==> config.mk <==
export PLATFORM = sky130hd
export DESIGN_NAME = counter_cmd_scheduler
export DESIGN_NICKNAME = d
export VERILOG_FILES = /design/src/rtl/counter_cmd_scheduler.sv
export SDC_FILE = /design/constraint.sdc
export NUM_CORES = 1
export LEC_CHECK = 0
export CAP_MARGIN = 40
export CORE_MARGIN = 5
export CORE_UTILIZATION = 45
export CTS_CLUSTER_DIAMETER = 60
export DETAILED_ROUTE_END_ITERATION = 7
export PLACE_DENSITY = 0.66
export REMOVE_ABC_BUFFERS = 1
export SLEW_MARGIN = 0
export SYNTH_ARGS = -nofsm -noshare
export SYNTH_HDL_FRONTEND = slang
export SYNTH_SLANG_ARGS = --single-unit
==> constraint.sdc <==
create_clock -name clk -period 4.21 [get_ports clk]
set_input_delay 0.6315 -clock clk [delete_from_list [all_inputs] [get_ports clk]]
set_output_delay 0.6315 -clock clk [all_outputs]
set_load 0.02 [all_outputs]
==> src/rtl/counter_cmd_scheduler.sv <==
// Command arbiter and decimal status reporter for the 0-9999 counter.
// Optional periodic reporting is enabled by defining CNT_AUTO_REPORT_EN.
module counter_cmd_scheduler #(
   parameter int CNT_W       = 14,
   parameter int CNT_MAX     = 9999,
   parameter int AUTO_PERIOD = 100_000_000
) (
   input  logic             clk,
   input  logic             rst,
   input  logic             i_btn_enable,
   input  logic             i_btn_clear,
   input  logic             i_btn_mode,
   input  logic [7:0]       i_rx_data,
   input  logic             i_rx_done,
   input  logic [CNT_W-1:0] i_counter,
   input  logic             i_tx_busy,
   output logic             o_tx_start,
   output logic [7:0]       o_tx_data,
   output logic             o_enable,
   output logic             o_clear,
   output logic             o_mode
);

   typedef enum logic [2:0] {
      IDLE,
      CONVERT,
      SEND,
      WAIT_HI,
      WAIT_LO
   } state_t;

   state_t state_q, state_d;
   logic enable_q, enable_d;
   logic mode_q, mode_d;
   logic clear_q, clear_d;
   logic tx_start_q, tx_start_d;
   logic [7:0] tx_data_q, tx_data_d;
   logic [CNT_W-1:0] rem_q, rem_d;
   logic [3:0][3:0] dig_q, dig_d;
   logic [1:0] pl_q, pl_d;
   logic [2:0] idx_q, idx_d;

   logic rx_r, rx_c, rx_m, rx_s;
   logic stat_req;
   logic [CNT_W-1:0] snap_sat;
   logic [CNT_W-1:0] weight;
   logic [7:0] cur_byte;

   assign rx_r = i_rx_done && (i_rx_data == 8'h52 || i_rx_data == 8'h72);
   assign rx_c = i_rx_done && (i_rx_data == 8'h43 || i_rx_data == 8'h63);
   assign rx_m = i_rx_done && (i_rx_data == 8'h4D || i_rx_data == 8'h6D);
   assign rx_s = i_rx_done && (i_rx_data == 8'h53 || i_rx_data == 8'h73);

   assign snap_sat = (i_counter > CNT_W'(CNT_MAX)) ?
                     CNT_W'(CNT_MAX) : i_counter;

`ifdef CNT_AUTO_REPORT_EN
   logic [31:0] per_q, per_d;
   logic auto_req;

   assign auto_req = enable_q && (per_q == 32'(AUTO_PERIOD - 1));

   always_comb begin
      per_d = per_q + 32'd1;
      if (!enable_q || auto_req) per_d = '0;
   end

   always_ff @(posedge clk or posedge rst) begin
      if (rst) per_q <= '0;
      else     per_q <= per_d;
   end

   assign stat_req = rx_s || auto_req;
`else
   logic unused_period;
   assign unused_period = (AUTO_PERIOD != 0);
   assign stat_req = rx_s;
`endif

   always_comb begin
      case (pl_q)
         2'd0:    weight = CNT_W'(1000);
         2'd1:    weight = CNT_W'(100);
         default: weight = CNT_W'(10);
      endcase
   end

   always_comb begin
      case (idx_q)
         3'd4:    cur_byte = 8'h0D;
         3'd5:    cur_byte = 8'h0A;
         default: cur_byte = {4'h3, dig_q[idx_q[1:0]]};
      endcase
   end

   // Same-function sources are OR-ed first so coincident events toggle once
   always_comb begin
      enable_d = enable_q ^ (i_btn_enable || rx_r);
      mode_d   = mode_q ^ (i_btn_mode || rx_m);
      clear_d  = i_btn_clear || rx_c;
   end

   always_comb begin
      state_d    = state_q;
      rem_d      = rem_q;
      dig_d      = dig_q;
      pl_d       = pl_q;
      idx_d      = idx_q;
      tx_start_d = 1'b0;
      tx_data_d  = tx_data_q;
      case (state_q)
         IDLE: begin
            if (stat_req) begin
               rem_d   = snap_sat;
               dig_d   = '0;
               pl_d    = 2'd0;
               idx_d   = 3'd0;
               state_d = CONVERT;
            end
         end
         CONVERT: begin
            if (rem_q >= weight) begin
               rem_d        = rem_q - weight;
               dig_d[pl_q]  = dig_q[pl_q] + 4'd1;
            end else if (pl_q == 2'd2) begin
               dig_d[3] = rem_q[3:0];
               state_d  = SEND;
            end else begin
               pl_d = pl_q + 2'd1;
            end
         end
         SEND: begin
            if (!i_tx_busy) begin
               tx_start_d = 1'b1;
               tx_data_d  = cur_byte;
               state_d    = WAIT_HI;
            end
         end
         WAIT_HI: begin
            if (i_tx_busy) state_d = WAIT_LO;
         end
         WAIT_LO: begin
            if (!i_tx_busy) begin
               if (idx_q == 3'd5) begin
                  state_d = IDLE;
               end else begin
                  idx_d   = idx_q + 3'd1;
                  state_d = SEND;
               end
            end
         end
         default: state_d = IDLE;
      endcase
   end

   always_ff @(posedge clk or posedge rst) begin
      if (rst) begin
         state_q    <= IDLE;
         enable_q   <= 1'b0;
         mode_q     <= 1'b1;
         clear_q    <= 1'b0;
         tx_start_q <= 1'b0;
         tx_data_q  <= 8'h00;
         rem_q      <= '0;
         dig_q      <= '0;
         pl_q       <= 2'd0;
         idx_q      <= 3'd0;
      end else begin
         state_q    <= state_d;
         enable_q   <= enable_d;
         mode_q     <= mode_d;
         clear_q    <= clear_d;
         tx_start_q <= tx_start_d;
         tx_data_q  <= tx_data_d;
         rem_q      <= rem_d;
         dig_q      <= dig_d;
         pl_q       <= pl_d;
         idx_q      <= idx_d;
      end
   end

   assign o_enable   = enable_q;
   assign o_mode     = mode_q;
   assign o_clear    = clear_q;
   assign o_tx_start = tx_start_q;
   assign o_tx_data  = tx_data_q;

endmodule

==> impl_metrics.toml, run 1 <==
[global_routing]
grt_remaining_overflow = 0
grt_max_degree = 36
grt_pass1_vias = 2571
grt_pass1_wl_um = 13100
grt_usage = 0.186
antenna_found_initial = 0

[synthesis]
avgSynthCellArea_um2 = 9.00
ys_ff_latch = 47
synth_xor_area_frac = 0.0298
synth_top_family_by_area = "compound AO/OA/AOI/OAI gates"
yosysWarnings = 0
yosys-mux-area-fraction = 0.0891
synthArstFlopShare = 1.00
synthCells = 359
synthesis.area_um2 = 3230
yosys.cell_types.count = 61
synth_seq_area_share = 0.365
synth_compound_area_frac = 0.204
synth_edf_count = 0
synth_ff_type = "dfrtp_1"
synth-simple-area-share = 0.186
synth_fa_ha_area_frac = 0.0721

[route]
via_count = 2748
wl_per_cell_um = 15.9
viasPerCell = 5.67
drt_wl_total_um = 7700
dr.pass1.iters = 4
initialDrtViolationCount = 127
antenna_left = 0
route.detailed.drc = 0

[cts]
clock_sinks = 47
cts-buffers-inserted = 5
postCtsSetupBuffers = 0
cts_root_buf = "clkbuf_8"
cts_htree_levels = 2
post_cts_resize_count = 0
hold_buffers = 0
tritoncts = "built"
clockBufferDepth = 2
clk_latency_ns = 0.31
clkSlewWorstSetupHoldPaths_ns = 0.10

[sta]
finClkSkew_ns = 0.0106
fin_hold_ws_ns = 0.490
finalCritPeriodShare = 0.836
finalSetupViolations = 0
hold_viol_final = 0
fin_tns_setup_ns = 0
drv_slew = 0
worst_pin_slew_ns = 0.854
max_freq_mhz = 284
fin_crit_ns = 3.52
max-slew-margin-rel = 0.429
rsz0062_at_grt = "no"
setup_ws_ns = 0.692

[die]
core_area_um2 = 6910
die_y_um = 94.7
die_w_um = 94.7
start_util = 0.468
rows = 30
die_area_um2 = 8970
ios = 41

[cells_and_area]
final_cell_mix = "dfrtp_1 (46), nand2_1 (43), clkdlybuf4s50_1 (37)"
area_growth_syn_to_layout_pct = 17.6
fin_cells = 485
final_common_cell = "dfrtp_1"
fin_nets = 435
diodes = 0
drive_gt1_frac = 0.103

[pwr]
p_per_area_nw_per_um2 = 847
power_uw = 3220
ir_worst_vdd_mv = 0.352
power_leakage_uw = 0.00158

[setup_path]
cp_data_required_time_ns = 4.41
startpoint_type = "flip-flop"
r2r_start = "pl_q[0]"
crit_arrival_ns = 3.72
critical_path.max_fanout = 26
end_kind = "flip-flop"
critPathLaunch = "pl_q[0]"
crit_type = "reg -> reg"

[place]
place.gp.congestion = 0.863
port_buffers = 37
post-dp-hpwl_um = 5640
pre_cts_ws_ns = 0.703
dpl.cell_count = 477

[status]
run_status = "complete, no violations"

[hold_path]
hold_path.class = "reg -> reg"
min_from = "o_enable"

[flow_run]
cap_violations = 0
==> worst max-delay path, cell delays in order, from the launching register on <==
cell and delay (ns):
dfrtp_1 0.61, inv_1 0.17, ha_1 0.25, inv_1 0.17
ha_1 0.35, and4_4 0.22, and2_4 0.15, a221o_2 0.44
nor2_8 0.27, o21a_2 0.50, o21bai_1 0.14, o311a_1 0.14
==> layout make-up <==
cell class / count / area (um^2)
Clock inverter: 3 / 46.3
Fill cell: 656 / 3110
Multi-Input combinational cell: 273 / 1880
Tap cell: 96 / 120
Sequential cell: 47 / 1180
Timing Repair Buffer: 43 / 435
Inverter: 18 / 67.6
Clock buffer: 5 / 68.8
==> logic make-up (layout without fill, tap and decap cells) <==
| group | count (synthesis) | count (layout) |
|---|---|---|
| AND/OR/NAND/NOR | 122 | 122 |
| AO/OA/AOI/OAI | 102 | 102 |
| flip-flops | 47 | 47 |
| buffers and inverters | 40 | 69 |
| adder cells (fa/ha/maj) | 18 | 18 |
| multiplexers | 18 | 18 |
| XOR/XNOR | 11 | 11 |
| other | 1 | 2 |
==> per-layer routing <==
metal / wire (um) / global-route usage / vias to the layer above
li1: - / - / 1353
met1: 3740 / 0.270 / 1312
met2: 3420 / 0.287 / 76
met3: 432 / 0.0303 / 7
met4: 104 / 0.0517 / 0
met5: 0 / 0 / -
==> cell usage after synthesis (2+ instances only) <==
master | n | area (um^2)
nor4_1 | 2 | 12.5
nand4_1 | 3 | 18.8
a32oi_1 | 2 | 17.5
a211oi_1 | 4 | 30.0
clkbuf_1 | 15 | 56.3
mux4_2 | 8 | 180
a221oi_1 | 4 | 35.0
o21ai_1 | 3 | 15.0
o21ai_0 | 33 | 165
nor3_1 | 7 | 35.0
xnor2_1 | 8 | 70.1
mux2_2 | 6 | 67.6
nand3_1 | 8 | 40.0
buf_4 | 3 | 22.5
nor2_1 | 35 | 131
nand2_1 | 43 | 161
o311ai_0 | 3 | 26.3
dfrtp_1 | 46 | 1150
a31oi_1 | 9 | 56.3
nor2b_1 | 7 | 43.8
o221ai_1 | 2 | 17.5
nand2b_1 | 2 | 12.5
a22o_1 | 6 | 52.6
o211ai_1 | 4 | 30.0
xor2_1 | 3 | 26.3
mux2i_1 | 4 | 40.0
nand3b_1 | 3 | 22.5
nor4bb_1 | 2 | 20.0
ha_1 | 17 | 213
a21oi_1 | 17 | 85.1
inv_1 | 18 | 67.6
buf_2 | 3 | 15.0
==> report_power, final <==
part / switching (uW) / total [uW] / internal [uW]
clock: 172 / 351 / 179
sequential: 187 / 832 / 645
combinational: 1150 / 2030 / 886
total: 1510 / 3220 / 1710
==> sequential cells by signal (all words and copies together) (netlist names) <==
signal and cells:
dig_q 16, idx_q 3, o_clear 1, o_enable 1, o_mode 1, o_tx_data 5
o_tx_start 1, pl_q 2, rem_q 14, state_q 3
==> metrics by stage <==
| stage | instance area [um^2] | utilization |
|---|---|---|
| 6_report | 3800 | 0.550 |
| 5_1_grt | 3800 | 0.550 |
| 4_1_cts | 3800 | 0.550 |
| 3_5_place_dp | 3680 | 0.533 |
| 3_3_place_gp | 3650 | 0.528 |
| 2_1_floorplan | 3130 | - |
==> worst paths after layout <==
| kind | end | slack (ns) | depth (start not counted) |
|---|---|---|---|
| setup reg to reg | rem_q[13] | 0.69 | 11 |
| hold reg to reg | o_enable | 0.49 | 1 |
| setup / recovery | rem_q[13] | 0.69 | 11 |
| min in group asynchronous | rem_q[13] | 0.59 | 2 |
| max in group asynchronous | dig_q[12] | 3.13 | 3 |
| hold / removal | o_enable | 0.49 | 1 |
(Power assumes the default switching activity.)
==> run 2: changes to the inputs <==
==> constraint.sdc (replaced) <==
create_clock -name clk -period 3.5 [get_ports clk]
set_input_delay 0.525 -clock clk [delete_from_list [all_inputs] [get_ports clk]]
set_output_delay 0.525 -clock clk [all_outputs]
set_load 0.02 [all_outputs]
==> impl_metrics.toml, run 2 (same netlist as run 1, synthesis figures left out) <==
[cts]
hold_buffers = 0
clkSlewWorstSetupHoldPaths_ns = 0.09
clockBufferDepth = 2
postCtsSetupBuffers = 0
tritoncts = "built"
clock_sinks = 47
post_cts_resize_count = 0
clk_latency_ns = 0.30
cts-buffers-inserted = 5
cts_root_buf = "clkbuf_8"
cts_htree_levels = 2

[die]
die_w_um = 94.7
start_util = 0.468
core_area_um2 = 6910
rows = 30
die_area_um2 = 8970
die_y_um = 94.7
ios = 41

[cells_and_area]
largest_register_ffs = 16
seq_area_um2 = 1180
regMostFlops = "dig_q"
diodes = 0
area_growth_syn_to_layout_pct = 17.8
fin_area_um2 = 3800
multi_input_area_um2 = 1880
drive_gt1_frac = 0.112
final_cell_mix = "dfrtp_1 (46), nand2_1 (43), clkdlybuf4s50_1 (37)"
fin_nets = 439
final.fill_count = 636
final_common_cell = "dfrtp_1"

[sta]
worst_pin_slew_ns = 0.863
fin_hold_ws_ns = 0.489
hold_viol_final = 0
finalCritPeriodShare = 0.917
max_freq_mhz = 312
finalSetupViolations = 0
fin_crit_ns = 3.21
drv_slew = 0
max-slew-margin-rel = 0.423
rsz0062_at_grt = "no"
fin_tns_setup_ns = 0
finClkSkew_ns = 0.00856

[setup_path]
cp_cell_sequence = "inv_1 > ha_1 > inv_1 > ha_1 > and4_4 > and2_4 > a221o_2 > nor2_8 > o21a_2 > buf_4 > nand2_1 > o21ai_0"
r2r_start = "pl_q[1]"
reg2reg_slack_ns = 0.29
crit_arrival_ns = 3.43
critical_path_buf_inv_count = 3
rr_worst_depth = 12
critical_path.max_fanout = 22
crit_slowest_cell = "o21a_2"
crit_family = "compound AO/OA/AOI/OAI gates"
crit_type = "reg -> reg"
r2r_end = "dig_q[0]"
slowest_delay_ns = 0.45
end_kind = "flip-flop"
cp_data_required_time_ns = 3.72
startpoint_type = "flip-flop"

[hold_path]
min_from = "o_enable"
hold_path.class = "reg -> reg"
hold_depth = 1
min_to = "o_enable"

[pwr]
seqPwrFrac = 0.258
power_leakage_uw = 0.00159
power_uw = 3820
p_per_area_nw_per_um2 = 1000
power.internal_uw = 2020
swShare = 0.471
p_clk_frac = 0.093
combPwrFrac = 0.649
p_switching_uw = 1800
ir_worst_vdd_mv = 0.391

[global_routing]
grt_pass1_wl_um = 13200
grt_pass1_vias = 2680
grt_usage = 0.186
grt_remaining_overflow = 0
grt_max_degree = 30
antenna_found_initial = 0

[route]
antenna_left = 0
viasPerCell = 5.60
route.detailed.drc = 0
dr.pass1.iters = 5
initialDrtViolationCount = 137
via_count = 2737
drt_wl_total_um = 7680
wl_per_cell_um = 15.7

[place]
place.gp.congestion = 0.862
place_area_um2 = 3710
port_buffers = 37
post-dp-hpwl_um = 5700

[status]
run_status = "complete, no violations"

[flow_run]
cap_violations = 0
run 2: changes by cell type in the layout (fill, tap and decap cells not counted), sizes merged:
cell	change
inv	-1
clkinv	+1
buf	+4
bufinv	-1
clkbuf	+1
run 2: layer usage:
layer	GRT usage	vias up	routed length, um
met5	0	-	0
met3	0.0303	7	365
met2	0.292	67	3470
li1	-	1362	-
met1	0.269	1301	3760
met4	0.0445	0	85
run 2: power by group through the flow:
stage	Sequential (uW)	Combinational, uW	Clock (uW)
floorplan	1020	1740	0
global placement	987	2420	0
detailed placement	991	2450	0
CTS	983	2470	368
global route	1020	2780	393
finish	985	2480	354
run 2: final cells by class:
cell class              instances  share of cell area
flip-flops and latches         47               0.309
multi-input cells             273               0.495
clock buffers                   6              0.0217
clock inverters                 2             0.00427
inverters                      18              0.0178
well taps                      96              0.0316
repair buffers                 47               0.120
run 2: worst max-delay path by stage:
stage	startpoint	endpoint	slack, ns	depth (start not counted)
floorplan	pl_q[1]	dig_q[12]	0.42	11
global placement	pl_q[1]	dig_q[10]	0.39	12
detailed placement	pl_q[1]	dig_q[10]	0.35	12
CTS	pl_q[1]	dig_q[10]	0.31	12
global route	pl_q[1]	dig_q[5]	0.07	12
finish	pl_q[1]	dig_q[0]	0.29	12
run 2: metrics by stage:
stage | utilization | setup slack [ns] | cells
finish | 0.551 | 0.291 | 489
global route | 0.551 | 0.0732 | 489
CTS | 0.551 | 0.310 | 489
detailed placement | 0.537 | 0.350 | 481
global placement | 0.534 | 0.393 | 480
floorplan | - | 0.418 | 338
==> run 3: changes to the inputs <==
--- a/config.mk
+++ b/config.mk
@@ -7,10 +7,10 @@
 export LEC_CHECK = 0
 export CAP_MARGIN = 40
 export CORE_MARGIN = 5
-export CORE_UTILIZATION = 45
+export CORE_UTILIZATION = 50
 export CTS_CLUSTER_DIAMETER = 60
 export DETAILED_ROUTE_END_ITERATION = 7
-export PLACE_DENSITY = 0.66
+export PLACE_DENSITY = 0.72
 export REMOVE_ABC_BUFFERS = 1
 export SLEW_MARGIN = 0
 export SYNTH_ARGS = -nofsm -noshare
==> constraint.sdc (replaced) <==
create_clock -name clk -period 3.47 [get_ports clk]
set_input_delay 0.5205 -clock clk [delete_from_list [all_inputs] [get_ports clk]]
set_output_delay 0.5205 -clock clk [all_outputs]
set_load 0.02 [all_outputs]
==> impl_metrics.toml, run 3 (same netlist as run 1, synthesis figures left out) <==
[flow_run]
cap_violations = 0

[global_routing]
grt_usage = 0.192
grt_pass1_wl_um = 13100
grt_remaining_overflow = 0
antenna_found_initial = 0
grt_pass1_vias = 2716
grt_max_degree = 38

[cts]
clock_sinks = 47
clockBufferDepth = 2
tritoncts = "built"
postCtsSetupBuffers = 0
cts-buffers-inserted = 5
hold_buffers = 0
cts_root_buf = "clkbuf_8"
clk_latency_ns = 0.30
cts_htree_levels = 2
post_cts_resize_count = 0
clkSlewWorstSetupHoldPaths_ns = 0.09

[cells_and_area]
fin_cells = 471
diodes = 0
final_common_cell = "dfrtp_1"
largest_register_ffs = 16
area_growth_syn_to_layout_pct = 17.0
regMostFlops = "dig_q"
drive_gt1_frac = 0.114
final_cell_mix = "dfrtp_1 (46), nand2_1 (43), clkdlybuf4s50_1 (37)"
fin_area_um2 = 3780
fin_nets = 440

[pwr]
p_per_area_nw_per_um2 = 1020
ir_worst_vdd_mv = 0.575
power_leakage_uw = 0.00159

[route]
drt_wl_total_um = 7750
dr.pass1.iters = 4
initialDrtViolationCount = 177
viasPerCell = 5.95
route.detailed.drc = 0
via_count = 2801
antenna_left = 0
wl_per_cell_um = 16.5

[die]
die_w_um = 90.4
ios = 41
start_util = 0.511
core_area_um2 = 6310
rows = 29
die_y_um = 90.4
die_area_um2 = 8170

[place]
post-dp-hpwl_um = 5780
dpl.cell_count = 463
place.gp.congestion = 0.871
port_buffers = 37
place_area_um2 = 3690

[sta]
finalCritPeriodShare = 0.925
finalSetupViolations = 0
worst_pin_slew_ns = 0.821
rsz0062_at_grt = "no"
max_freq_mhz = 311
drv_slew = 0
hold_viol_final = 0
finClkSkew_ns = 0.00930
fin_tns_setup_ns = 0
max-slew-margin-rel = 0.451
fin_crit_ns = 3.21

[hold_path]
hold_path.class = "in -> async"

[setup_path]
crit_arrival_ns = 3.39
startpoint_type = "flip-flop"
crit_type = "reg -> reg"
cp_data_required_time_ns = 3.65
end_kind = "flip-flop"
critical_path.max_fanout = 18

[status]
run_status = "complete, no violations"
==> run 3: path summary, 6_finish.rpt <==
path,from,end,slack (ns),cells past startpoint
worst max-delay path,pl_q[1],rem_q[6],0.26,12
worst min-delay path,rst,rem_q[13],0.47,2
worst max register to register,pl_q[1],rem_q[6],0.26,12
worst min register to register,o_enable,o_enable,0.48,1
max in group asynchronous,rst,o_mode,2.46,3
min in group clk,o_enable,o_enable,0.48,1
==> run 3: report_power, final <==
group	switching [uW]	internal [uW]	leakage, uW	total (uW)
Sequential	222	783	0.000584	1000
Clock	196	141	0.0000402	336
Combinational	1420	1110	0.000962	2520
Total	1830	2030	0.00159	3860
==> run 3: routing by layer <==
| metal | GRT usage | up-vias | wire length, um |
|---|---|---|---|
| met5 | 0 | - | 0 |
| met4 | 0.0533 | 0 | 68 |
| met3 | 0.0417 | 6 | 403 |
| met2 | 0.307 | 75 | 3670 |
| met1 | 0.263 | 1357 | 3610 |
| li1 | - | 1363 | - |
==> run 3: layout make-up <==
| type | count | area [um^2] |
|---|---|---|
| multi-input cells | 273 | 1880 |
| repair buffers | 48 | 465 |
| clock inverters | 3 | 20.0 |
| fillers | 590 | 2530 |
| inverters | 18 | 67.6 |
| flip-flops and latches | 47 | 1180 |
| well taps | 77 | 96.3 |
| clock buffers | 5 | 68.8 |
==> run 3: per-stage QoR <==
step	power [uW]	setup slack (ns)	util	hold slack (ns)
finish	3860	0.260	0.598	0.469
global route	4220	0.0104	0.598	0.495
CTS	3860	0.316	0.598	0.462
detailed placement	3510	0.329	0.584	0.467
global placement	3420	0.404	0.581	0.466
floorplan	2790	0.388	-	0.456
==> run 3: critical path, stage by stage (launching register included) <==
cell	delay, ns
dfrtp_1	0.39
inv_1	0.12
ha_1	0.46
inv_1	0.13
ha_1	0.33
nor4bb_1	0.26
nand4_1	0.17
nand3_1	0.30
nor2_8	0.11
o21a_2	0.30
buf_4	0.18
a221oi_1	0.25
nor2_1	0.07
